==> config.mk <==
export PLATFORM = sky130hd
export DESIGN_NAME = simon_kexp_ctrl
export DESIGN_NICKNAME = d
export VERILOG_FILES = /design/src/rtl/simon_kexp_ctrl.sv
export SDC_FILE = /design/constraint.sdc
export NUM_CORES = 1
export LEC_CHECK = 0
export ABC_CLOCK_PERIOD_IN_PS = 3200
export CAP_MARGIN = 5
export CORE_MARGIN = 5
export CORE_UTILIZATION = 47
export DETAILED_ROUTE_END_ITERATION = 8
export MAX_ROUTING_LAYER = met4
export PLACE_DENSITY = 0.8
export SLEW_MARGIN = 20
export SYNTH_ARGS = -nofsm -noshare
export SYNTH_HDL_FRONTEND = slang
export SYNTH_SLANG_ARGS = --single-unit
==> constraint.sdc <==
create_clock -name ck -period 3.2 [get_ports ck]
set_clock_uncertainty 0.05 [all_clocks]
set_input_delay 0.64 -clock ck [delete_from_list [all_inputs] [get_ports ck]]
set_output_delay 0.64 -clock ck [all_outputs]
set_load 0.02 [all_outputs]
==> src/rtl/simon_kexp_ctrl.sv <==
// simon_kexp_ctrl: shares one simon_kexp key expander between two requesters with
// round-robin arbitration, a one-entry schedule cache and an expansion timeout.
module simon_kexp_ctrl #(
   parameter int unsigned SIMON_KEY_WIDTH = 128,
   parameter int unsigned TIMEOUT_CYCLES  = 256
) (
   input  logic                       ck,
   input  logic                       rst,
   input  logic [1:0]                 req_valid,
   input  logic [1:0]                 req_mode,
   input  logic [SIMON_KEY_WIDTH-1:0] req_key0,
   input  logic [SIMON_KEY_WIDTH-1:0] req_key1,
   output logic [1:0]                 req_ready,
   output logic [1:0]                 grant,
   input  logic [1:0]                 req_release,
   output logic                       err,
   output logic                       err_id,
   output logic                       kx_nrst,
   output logic                       kx_mode,
   output logic [SIMON_KEY_WIDTH-1:0] kx_key,
   output logic                       kx_valid,
   input  logic                       kx_ready,
   input  logic                       kx_exp_valid
);

   localparam int unsigned CNT_W = (TIMEOUT_CYCLES > 2) ? $clog2(TIMEOUT_CYCLES) : 1;
   localparam logic [CNT_W-1:0] CNT_LAST = CNT_W'(TIMEOUT_CYCLES - 1);

   typedef enum logic [2:0] {
      IDLE   = 3'd0,
      FLUSH  = 3'd1,
      LOAD   = 3'd2,
      EXPAND = 3'd3,
      OWNED  = 3'd4
   } state_t;

   state_t                     state_q, state_d;
   logic                       owner_q, owner_d;
   logic                       last_grant_q, last_grant_d;
   logic [CNT_W-1:0]           cnt_q, cnt_d;
   logic                       cache_valid_q, cache_valid_d;
   logic [SIMON_KEY_WIDTH-1:0] cached_key_q, cached_key_d;
   logic                       cached_mode_q, cached_mode_d;

   logic [1:0]                 req_ready_d;
   logic [1:0]                 grant_d;
   logic                       err_d;
   logic                       err_id_d;
   logic                       kx_nrst_d;
   logic                       kx_mode_d;
   logic [SIMON_KEY_WIDTH-1:0] kx_key_d;
   logic                       kx_valid_d;

   logic                       pick;
   logic [SIMON_KEY_WIDTH-1:0] pick_key;
   logic                       pick_mode;
   logic                       hit;
   logic                       timed_out;

   // Arbitration: a lone requester wins; on a tie the one not granted last time wins.
   always_comb begin
      pick      = (req_valid == 2'b11) ? ~last_grant_q : req_valid[1];
      pick_key  = pick ? req_key1 : req_key0;
      pick_mode = req_mode[pick];
      hit       = cache_valid_q && (pick_key == cached_key_q) && (pick_mode == cached_mode_q);
      timed_out = (cnt_q == CNT_LAST);
   end

   // Next-state and next-output logic.
   always_comb begin
      state_d       = state_q;
      owner_d       = owner_q;
      last_grant_d  = last_grant_q;
      cnt_d         = cnt_q;
      cache_valid_d = cache_valid_q;
      cached_key_d  = cached_key_q;
      cached_mode_d = cached_mode_q;
      req_ready_d   = 2'b00;
      err_d         = 1'b0;
      err_id_d      = err_id;
      kx_mode_d     = kx_mode;
      kx_key_d      = kx_key;

      case (state_q)
         IDLE: begin
            if (|req_valid) begin
               req_ready_d  = {pick, ~pick};
               kx_key_d     = pick_key;
               kx_mode_d    = pick_mode;
               owner_d      = pick;
               last_grant_d = pick;
               if (hit) begin
                  state_d = OWNED;
               end else begin
                  state_d       = FLUSH;
                  cache_valid_d = 1'b0;
               end
            end
         end
         FLUSH: begin
            state_d = LOAD;
            cnt_d   = '0;
         end
         LOAD: begin
            if (timed_out) begin
               state_d       = IDLE;
               err_d         = 1'b1;
               err_id_d      = owner_q;
               cache_valid_d = 1'b0;
            end else begin
               cnt_d = cnt_q + CNT_W'(1);
               if (kx_valid && kx_ready) begin
                  state_d = EXPAND;
               end
            end
         end
         EXPAND: begin
            if (kx_exp_valid) begin
               state_d       = OWNED;
               cached_key_d  = kx_key;
               cached_mode_d = kx_mode;
               cache_valid_d = 1'b1;
            end else if (timed_out) begin
               state_d       = IDLE;
               err_d         = 1'b1;
               err_id_d      = owner_q;
               cache_valid_d = 1'b0;
            end else begin
               cnt_d = cnt_q + CNT_W'(1);
            end
         end
         OWNED: begin
            if (req_release[owner_q]) begin
               state_d = IDLE;
            end
         end
         default: begin
            state_d = IDLE;
         end
      endcase

      // State-derived outputs are registered from the next state so they line up with it.
      grant_d    = (state_d == OWNED) ? {owner_d, ~owner_d} : 2'b00;
      kx_valid_d = (state_d == LOAD);
      kx_nrst_d  = (state_d != FLUSH);
   end

   always_ff @(posedge ck) begin
      if (rst) begin
         state_q       <= IDLE;
         owner_q       <= 1'b0;
         last_grant_q  <= 1'b1;
         cnt_q         <= '0;
         cache_valid_q <= 1'b0;
         cached_key_q  <= '0;
         cached_mode_q <= 1'b0;
         req_ready     <= 2'b00;
         grant         <= 2'b00;
         err           <= 1'b0;
         err_id        <= 1'b0;
         kx_nrst       <= 1'b0;
         kx_mode       <= 1'b0;
         kx_key        <= '0;
         kx_valid      <= 1'b0;
      end else begin
         state_q       <= state_d;
         owner_q       <= owner_d;
         last_grant_q  <= last_grant_d;
         cnt_q         <= cnt_d;
         cache_valid_q <= cache_valid_d;
         cached_key_q  <= cached_key_d;
         cached_mode_q <= cached_mode_d;
         req_ready     <= req_ready_d;
         grant         <= grant_d;
         err           <= err_d;
         err_id        <= err_id_d;
         kx_nrst       <= kx_nrst_d;
         kx_mode       <= kx_mode_d;
         kx_key        <= kx_key_d;
         kx_valid      <= kx_valid_d;
      end
   end

endmodule

==> results of run 1 <==
==> logic make-up after synthesis <==
family / count (synthesis)
AOI/OAI and AO/OA: 393
xor gates and xnor gates: 70
adders and majority gates: 1
buffers and inverters: 151
DFF: 280
muxes: 112
and+or+nand+nor: 595
==> critical path, delay by kind of cell <==
| family | cells | cell delay, ps |
|---|---|---|
| and+or+nand+nor | 4 | 640 |
| buffers and inverters | 7 | 1310 |
| AOI/OAI and AO/OA | 4 | 960 |
==> cell usage after synthesis (all sizes together) (2+ instances only) <==
cell       n  area, µm²
a22o       2       17.5
buf       18        151
a2bb2oi    2       17.5
and4       3       26.3
nor4      11       75.1
o21ai     11       55.1
a211o      2       17.5
a221oi     9       85.1
nor3      12       60.1
a222oi     2       20.0
dfxtp    280       5610
nor2b     20        125
a21boi     2       26.3
clkbuf    93        349
a21o       2       15.0
xnor2     41        359
o211ai     6       45.0
nand4     10       68.8
nand2b    10       62.6
or4        2       15.0
xor2      29        254
a22oi      8       60.1
o22ai     23        144
mux2i    112       1120
inv       40        150
or3        2       12.5
a21oi    145        726
o2111ai    7       61.3
or2        2       12.5
and3       5       31.3
a211oi   104        781
nand2    340       1280
a311oi    29        254
a2111oi    8       76.3
a221o      4       40.0
nand3     11       55.1
o41ai      2       32.5
o2bb2ai    8       70.1
nor2     165        619
o221ai    11       96.3
==> repair_timing <==
action,CTS,global route
gates resized for setup,57,68
setup buffers,8,16
pin swaps,8,23
cloned,3,1
setup endpoints to repair,6,6
==> where the power goes <==
part           internal, mW  switching, mW  total [mW]
Clock                  2.27           1.48        3.75
Combinational          1.45           1.58        3.04
Sequential             3.77          0.266        4.04
==> per-stage QoR <==
stage | total power, mW | instances | worst slack (ps) | TNS [ps]
CTS | 10.7 | 2502 | 24.5 | 0
global placement | 6.81 | 2433 | -1090 | -6290
finish | 10.8 | 2523 | 30.9 | 0
detailed placement | 6.85 | 2433 | -1110 | -6500
global route | 11.2 | 2522 | -9.95 | -13.9
floorplan | 5.29 | 1602 | 271 | 0
==> sequential cells by signal, indices dropped and copies added (netlist names) <==
name,cells
cnt_q,8
kx_mode,1
kx_nrst,1
err,1
state_q,3
cache_valid_q,1
err_id,1
owner_q,1
req_ready,2
cached_key_q,128
kx_key,128
last_grant_q,1
grant,2
kx_valid,1
cached_mode_q,1
==> worst paths after layout <==
kind / from / end / slack, ps / depth (start not counted)
max: req_valid[1] / state_q[0] / 30 / 15
min: kx_key[23] / cached_key_q[23] / 410 / 2
max reg2reg: last_grant_q / kx_nrst / 40 / 12
min reg2reg: kx_key[23] / cached_key_q[23] / 410 / 2
==> cell type report <==
cell class	count	area [µm²]	share of cell area
antenna	5	12.5	0.000604
clock buffer	48	950	0.0459
clock inverter	10	129	0.00622
inverter	40	150	0.00725
multi-input combinational	1171	7500	0.362
sequential	280	5610	0.271
tap	378	473	0.0228
timing repair buffer	591	5880	0.284
==> routing by layer <==
layer  vias up  share of wire  GRT usage
met4         0          0.034      0.113
met5         -              0          -
met2       872           0.46      0.582
met1      7104           0.40      0.489
li1       6678              -          -
met3       130           0.11     0.0739
==> impl_results.md, run 1 <==
- Mapped Area: about 0.013 mm²
- Routed vias: 14800
- Syn Area/Cell: approximately 8.2 µm²
- Final WL: just over 60 mm
- Kind of critical path: in2reg
- Clock root buffer: clkbuf_16
- DRT Pass-1 Iters: 8
- Max-slew violation count: 0
- Syn nets: about 1900
- PortBufs: approximately 400
- WL/cell: about 24 µm
- Worst EP arrival: ~3600 ps
- Mux cell area share after synthesis: 0.0853
- Synth unique cells: just under 60
- Crit path cell chain: dlygate4sd2_1, a21boi_4, buf_12, bufbuf_16, buf_4, buf_4, nand3_1, o21ai_0, a21oi_1, nand4_1, nor4_2, buf_4, nand4_2, buf_6, o31a_1
- Yosys reg bits: 280
- Vias in the first global route: 14000
- CTS tree: done
- Register area share after synthesis: 0.426
- Number of nets with antenna violations after detailed routing: 0
- CP Capture Type: register
- Most frequent cells in the layout: 399 x clkdlybuf4s50_1, 340 x nand2_1, 279 x dfxtp_1
- Main combinational cell family by area after synthesis: compound AO/OA/AOI/OAI gates
- Max_cap viols: 0
- Vias per cell: between 5 and 6
- DIE HEIGHT: ~180 µm
- FMAX: roughly 0.32 GHz
- Total CTS buffers: 31
- Worst hold margin: slightly above 400 ps
- Fillers: approximately 2000
- Clock-pin slew on the worst setup and hold paths: 60 ps
- Num rows: roughly 60
- Util after Layout: 0.747
- H-tree depth: 1
- Total of warnings raised by yosys: 0
- Core ar.: 0.0277 mm²
- IR drop worst, VDD: between 0.4 and 0.5 mV
- Post-CTS Hold Buffers: 0
- Worst hold path type: reg2reg
- Area Growth Syn to Fin: 57.5%
- Power Density: approximately 520 mW/mm²
- Initial Utilization: 0.475
- First-pass GRT wire length: 87.1 mm
- Commonest non-fill, non-tap cell in the layout: clkdlybuf4s50_1
- Pleak: between 7 and 8 nW
- Max clock buf depth: 3
- Crit-path max cell delay: 420 ps
- Ys async rst share: 0
- Nets: ~2400
- Setup violators final: 0
- Top_reg_cell synth: dfxtp_1
- DRT iter0 DRCs: roughly 1700
- Crit-path slowest cell: a21oi_1
- CP startpoint kind: input pin
- Final Cycle Share: 0.990
- Sink Count: 280
- Overflow after GRT: 0
- Headroom to the max-slew limit: 0.576
- Clock Latency Late Sink: between 500 and 600 ps
- Req. time, crit path: 3590 ps
- Outcome: finished clean
- XOR/XNOR share of the synthesized area: 0.0466
- Worst-Margin Slew: just over 600 ps
- Die area: 0.0314 mm²
- Initial antenna violation count: 4
- Compound-gate portion of the synthesized area: 0.205
- Largest net degree at the start of global routing: 90
- Syn Inst Count: ~1600
- Worst-path fanout max: 8
- Chip width: roughly 180 µm
- Number of I/O pins: roughly 400
- Drt drc: 0
- RePlAce Congestion: ~1
- Dpl cell area: 0.0186 mm²
- Final Hold Viols: 0
- Gr usage total: 0.372
- Final min period: 3170 ps
- DP HPWL: 44.7 mm
- Post-route cell area: between 0.02 and 0.025 mm²
- Post-synth EDFFs: 0
- Critical path's most frequent cell: buf_4
- Simple-gate share of the synthesized area: 0.187
- Share of layout cells above drive strength 1: 0.152
- Synth Area in Adders: 0.000952
(Power assumes the default switching activity.)
==> inputs of run 2 (changes only) <==
CORE_MARGIN = 10   (was 5)
GPL_ROUTABILITY_DRIVEN = 0   (was unset)
==> run 2 against run 1 <==
Net effect:
- sequential cell count unchanged
- fmax increased by 2.6%
- global-route usage decreased by 3.7 points
- non-clock buffer count decreased by 40
- critical path depth decreased by 1
- register-to-register slack improved by 70 ps
- critical endpoint is now grant[1]
- largest power group unchanged
==> impl_results.md, run 2 (same netlist as run 1, synthesis figures left out) <==
- Outcome: finished clean
- Commonest non-fill, non-tap cell in the layout: clkdlybuf4s50_1
- Pleak: 7.18 nW (-5.1%)
- Req. time, crit path: 3630 ps (+40 ps)
- Crit-path slowest cell: a2111oi_1
- Initial antenna violation count: 12 (+8)
- Initial Utilization: 0.475 (unchanged)
- Highest metal used: met4
- PortBufs: 402 (unchanged)
- Final Cycle Share: 0.965 (-0.0253)
- Clock Latency Late Sink: 560 ps (about the same)
- Family with the most delay on the worst path: buffers and inverters
- Worst-Margin Slew: 869 ps (+252 ps)
- Largest registers: cached_key_q (128), kx_key (128), cnt_q (8)
- Final Hold Viols: 0 (unchanged)
- Net Sw Frac: 0.318 (+0.0107)
- IR drop worst, VDD: 0.351 mV (-26%)
- Critical path's most frequent cell: buf_12
- Headroom to the max-slew limit: 0.420 (-0.156)
- Vias per cell: 5.94 (+1.4%)
- Most frequent cells in the layout: 399 x clkdlybuf4s50_1, 340 x nand2_1, 280 x dfxtp_1
- Core ar.: 0.0277 mm² (unchanged)
- Max clock buf depth: 3 (unchanged)
- Number of nets with antenna violations after detailed routing: 0 (unchanged)
- Kind of critical path: in2reg
- CP startpoint kind: input pin
- Crit path cell chain: dlygate4sd2_1, a21boi_4, buf_12, buf_12, buf_12, buf_4, mux2i_1, o2111ai_1, a2111oi_1, and4_1, nand4_1, buf_4, nand2b_1, o22ai_1
- Clock-pin slew on the worst setup and hold paths: 60 ps (about the same)
- Post-Place Worst Slack: -945 ps (+164 ps)
- Final min period: 3090 ps (-80.8 ps)
- Setup violators final: 0 (unchanged)
- DIE HEIGHT: 187 µm (+5.6%)
- Gr usage total: 0.334 (-0.0374)
- Sink Count: 280 (unchanged)
- Worst EP arrival: 3520 ps (-40 ps)
- Combinational share of power: 0.281 (about the same)
- Routed length on met1: 22.8 mm (-5.9%)
- Die area: 0.0351 mm² (+12%)
- Total CTS buffers: 29 (-6.5%)
- Clock root buffer: clkbuf_16
- Drt drc: 0 (unchanged)
- Final WL: 60.7 mm (about the same)
- Chip width: 187 µm (+5.6%)
- Met3 wire length: 7.20 mm (+12%)
- Num rows: 61 (unchanged)
- First-pass GRT wire length: 89.3 mm (+2.5%)
- H-tree depth: 1 (unchanged)
- Max_cap viols: 0 (unchanged)
- Routed vias: 14800 (-0.12%)
- Clock power share: 0.326 (-0.020)
- Nets: 2340 (-1.8%)
- Dpl cell area: 0.0184 mm² (-1.2%)
- Vias in the first global route: 14300 (+2.2%)
- DRT iter0 DRCs: 1935 (+16%)
- Sw Pwr: 3.26 mW (-2.2%)
- DRT Pass-1 Iters: 8 (unchanged)
- R2R setup slack: 110 ps (+70 ps)
- RSZ-0062 raised after global routing: no
- Largest net degree at the start of global routing: 127 (+41%)
- Share of layout cells above drive strength 1: 0.116 (-0.0359)
- Overflow after GRT: 0 (unchanged)
- Buf/Inv on CP: 6 (-1)
- Number of I/O pins: 403 (unchanged)
- Setup ws final: 112 ps (+80.8 ps)
- CP Capture Type: register
- Max-slew violation count: 0 (unchanged)
- FMAX: 0.324 GHz (+2.6%)
- Worst hold path type: reg2reg
- Worst-path fanout max: 8 (unchanged)
- WL/cell: 24.4 µm (+1.5%)
- Power Density: 519 mW/mm² (-0.76%)
- DP HPWL: 46.0 mm (+2.7%)
- Crit-path max cell delay: 360 ps (-60 ps)
- Reg power frac: 0.393 (+0.020)
- Routed wl met2: 27.1 mm (-3.1%)
- Cell-internal power: 6.98 mW (-6.9%)
- Area Growth Syn to Fin: 50.1%
- Post-route cell area: 0.0197 mm² (-4.7%)
- CTS tree: done
==> run 2: cell count changes in the layout (fill, tap and decap cells not counted), sizes merged <==
cell / previous run / this run
clkinvlp: 0 / 1
buf: 187 / 150
clkbuf: 49 / 46
bufinv: 3 / 0
clkinv: 6 / 5
diode: 5 / 12
clkdlybuf4s15: 1 / 0
dlygate4sd2: 1 / 2
bufbuf: 2 / 0
==> run 2: repair_timing <==
action,CTS,global route
gates cloned,1,0
resized for setup,61,0
hold buffers,0,0
endpoints found under the setup margin,6,1
pin swaps,11,1
buffers inserted,8,0
==> run 2: final timing paths <==
path         cells past startpoint               end             start
max                             14          grant[1]      req_valid[0]
min reg2reg                      2  cached_key_q[51]  cached_key_q[51]
max reg2reg                     13          grant[1]      last_grant_q
min                              2  cached_key_q[51]  cached_key_q[51]
==> run 2: area by class of cell <==
class | instances | area (µm²)
timing repair buffer | 551 | 5380
clock buffer | 46 | 880
antenna | 12 | 30.0
clock inverter | 7 | 41.3
fill | 2073 | 7980
tap | 378 | 473
sequential | 280 | 5610
inverter | 40 | 150
multi-input combinational | 1171 | 7170
==> run 2: tightest hold or removal path, stage by stage, from the launching register on <==
cell and delay (ps):
dfxtp_1 320, nand2_1 50, a21oi_1 50
==> run 2: metrics by stage <==
step	cells	TNS (ps)	hold slack, ps	util	power (mW)
after floorplan	1602	0	397	-	5.29
after global placement	2411	-5060	403	0.664	6.77
after detailed placement	2411	-5370	409	0.664	6.81
after CTS	2473	0	417	0.711	10.2
after global routing	2485	0	433	0.712	10.5
final	2485	0	416	0.712	10.2
==> run 2: power by group through the flow <==
stage	combinational [mW]	sequential, mW	clock, mW
final	2.87	4.02	3.34
after detailed placement	2.73	4.08	0
after global routing	3.01	4.05	3.47
after global placement	2.69	4.07	0
after floorplan	0.953	4.34	0
after CTS	2.83	4.01	3.33
==> run 2: layer usage <==
layer  track usage  vias up
met5             -        -
met4         0.181        0
met3        0.0882      208
met2         0.506     1019
met1         0.400     6949
li1              -     6590
==> inputs of run 3 (changes only) <==
CORE_ASPECT_RATIO = 1.25   (was unset)
==> run 3 against run 2 <==
Net effect:
- via count increased by 2.8%
- worst setup slack got worse by 120 ps
- cell area increased by 2.8%
- sequential power about the same
- hold slack got worse by 1.3 ps
- highest routed layer unchanged
- combinational power increased by 6%
- critical path depth decreased by 2
- the run now ends with negative setup slack left
- core utilization increased by 2.4 points
==> impl_results.md, run 3 (same netlist as run 1, synthesis figures left out) <==
- Worst-path fanout max: 8 (unchanged)
- Outcome: complete, but fails checks
- Max_cap viols: 0 (unchanged)
- Initial Utilization: 0.477 (+0.00239)
- Total CTS buffers: 29 (unchanged)
- Core ar.: 0.0276 mm² (-0.50%)
- First-pass GRT wire length: 91.1 mm (+2.0%)
- Share of layout cells above drive strength 1: 0.139 (+0.0229)
- Number of I/O pins: 403 (unchanged)
- Headroom to the max-slew limit: 0.577 (+0.157)
- Failing checks: negative setup slack
- Pleak: 7.40 nW (+3.1%)
- PortBufs: 402 (unchanged)
- Post-CTS Hold Buffers: 0 (unchanged)
- WL/cell: 25.8 µm (+5.4%)
- Hold path depth: 2 (unchanged)
- Commonest non-fill, non-tap cell in the layout: clkdlybuf4s50_1
- Sink Count: 280 (unchanged)
- Crit-path slowest cell: mux2i_1
- Worst hold path type: reg2reg
- Gr usage total: 0.344 (+0.00988)
- Crit path cell chain: a21boi_4, buf_12, buf_16, buf_12, buf_12, mux2i_1, nor2_1, a21oi_1, o2111ai_1, nor4_4, nand4_4, o31a_1
- CP Capture Type: register
- Max clock buf depth: 3 (unchanged)
- Area Growth Syn to Fin: 54.3%
- Worst hold margin: 415 ps (-1.34 ps)
- IR drop worst, VDD: 0.466 mV (+33%)
- Most frequent cells in the layout: 399 x clkdlybuf4s50_1, 340 x nand2_1, 280 x dfxtp_1
- DIE HEIGHT: 207 µm (+11%)
- Vias in the first global route: 15000 (+4.5%)
- Critical path's most frequent cell: buf_12
- Num rows: 68 (+11%)
- Layout Cells excl Fill: 2475 (-0.40%)
- Final Cycle Share: 1.00 (+0.0388)
- DRT Pass-1 Iters: 6 (-2)
- Worst-Margin Slew: 627 ps (-242 ps)
- Routed vias: 15200 (+2.8%)
- Worst path depth: 12 (-2)
- CTS tree: done
- Clock-pin slew on the worst setup and hold paths: 70 ps (about the same)
- Worst EP arrival: 3620 ps (+100 ps)
- Largest registers: cached_key_q (128), kx_key (128), cnt_q (8)
- Buf/Inv on CP: 4 (-2)
- Crit-path max cell delay: 400 ps (+40 ps)
- Clock root buffer: clkbuf_16
- Clock Latency Late Sink: 580 ps (+20 ps)
- DP HPWL: 47.1 mm (+2.6%)
- Overflow after GRT: 0 (unchanged)
- H-tree depth: 1 (unchanged)
- Family with the most delay on the worst path: compound AO/OA/AOI/OAI gates
- Largest net degree at the start of global routing: 93 (-27%)
- FMAX: 0.311 GHz (-3.9%)
- Final min period: 3210 ps (+124 ps)
- Setup ws final: -12.6 ps (-124 ps)
- Dpl cells: 2399 (-0.50%)
- Total Power: 10.4 mW (+1.4%)
- Power Density: 512 mW/mm² (-1.4%)
- Initial antenna violation count: 7 (-5)
- Post-route setup TNS: -12.6 ps (-12.6 ps)
- Drt drc: 0 (unchanged)
- Kind of critical path: reg2reg
- Req. time, crit path: 3610 ps (-20 ps)
- Chip width: 170 µm (-9.4%)
- Reg2Reg Depth: 12 (-1)
- Vias per cell: 6.14 (+3.3%)
- DRT iter0 DRCs: 1972 (+1.9%)
- Die area: 0.0351 mm² (+0.12%)
- CP startpoint kind: register
- Final Hold Viols: 0 (unchanged)
- Number of nets with antenna violations after detailed routing: 0 (unchanged)
- Max-slew violation count: 0 (unchanged)
- Final WL: 63.7 mm (+5.0%)
- Nets: 2364 (+1.0%)
- Setup violators final: 1 (+1)
==> run 3: changes by cell type in the layout (fill, tap and decap cells not counted), sizes merged <==
cell and delta:
clkinv +2, bufbuf +1, dlymetal6s2s +1, clkbuf -4
dlygate4sd2 -1, diode -4, buf +23
==> run 3: power breakdown <==
group | internal (mW) | switching, mW | total [mW]
logic | 1.42 | 1.62 | 3.04
registers | 3.77 | 0.260 | 4.03
clock network | 1.82 | 1.49 | 3.31
==> run 3: path summary, 6_finish.rpt <==
| path | start | to | slack [ps] |
|---|---|---|---|
| worst max-delay path | last_grant_q | state_q[0] | -10 |
| worst max register to register | last_grant_q | state_q[0] | -10 |
| worst min register to register | kx_key[79] | cached_key_q[79] | 410 |
| worst min-delay path | kx_key[79] | cached_key_q[79] | 410 |
==> run 3: metal layers <==
metal | vias up | part of all wire | global-route usage | routed length, µm
li1 | 6619 | - | - | -
met1 | 7143 | 0.35 | 0.383 | 22200
met2 | 1126 | 0.46 | 0.532 | 29200
met3 | 297 | 0.11 | 0.0919 | 7230
met4 | 0 | 0.080 | 0.236 | 5130
met5 | - | 0 | - | 0
==> run 3: area by class of cell <==
| cell class | count | area [µm²] |
|---|---|---|
| Fill cell | 1933 | 7280 |
| Timing Repair Buffer | 575 | 5650 |
| Multi-Input combinational cell | 1171 | 7520 |
| Clock buffer | 42 | 845 |
| Tap cell | 350 | 438 |
| Clock inverter | 9 | 51.3 |
| Inverter | 40 | 150 |
| Sequential cell | 280 | 5610 |
| Antenna cell | 8 | 20.0 |
==> run 3: metrics by stage <==
step                       util  instance area [µm²]  setup WS (ps)
after global routing      0.736                20300          -23.0
final                     0.736                20300          -12.6
after CTS                 0.720                19800           1.84
after detailed placement  0.671                18500           -946
after floorplan               -                13100            271
after global placement    0.671                18500           -923
==> run 3: worst min-delay path, stage by stage, from the launching register on <==
cell and delay [ps]:
dfxtp_1 320, nand2_1 50, a21oi_1 50
==> run 3: repair_timing <==
item | 4_1_cts | 5_1_grt
endpoints found under the hold margin | 0 | 0
pin swaps | 17 | 19
resized for setup | 63 | 57
cloned | 1 | 0
setup endpoints to repair | 6 | 6
buffers inserted | 9 | 7
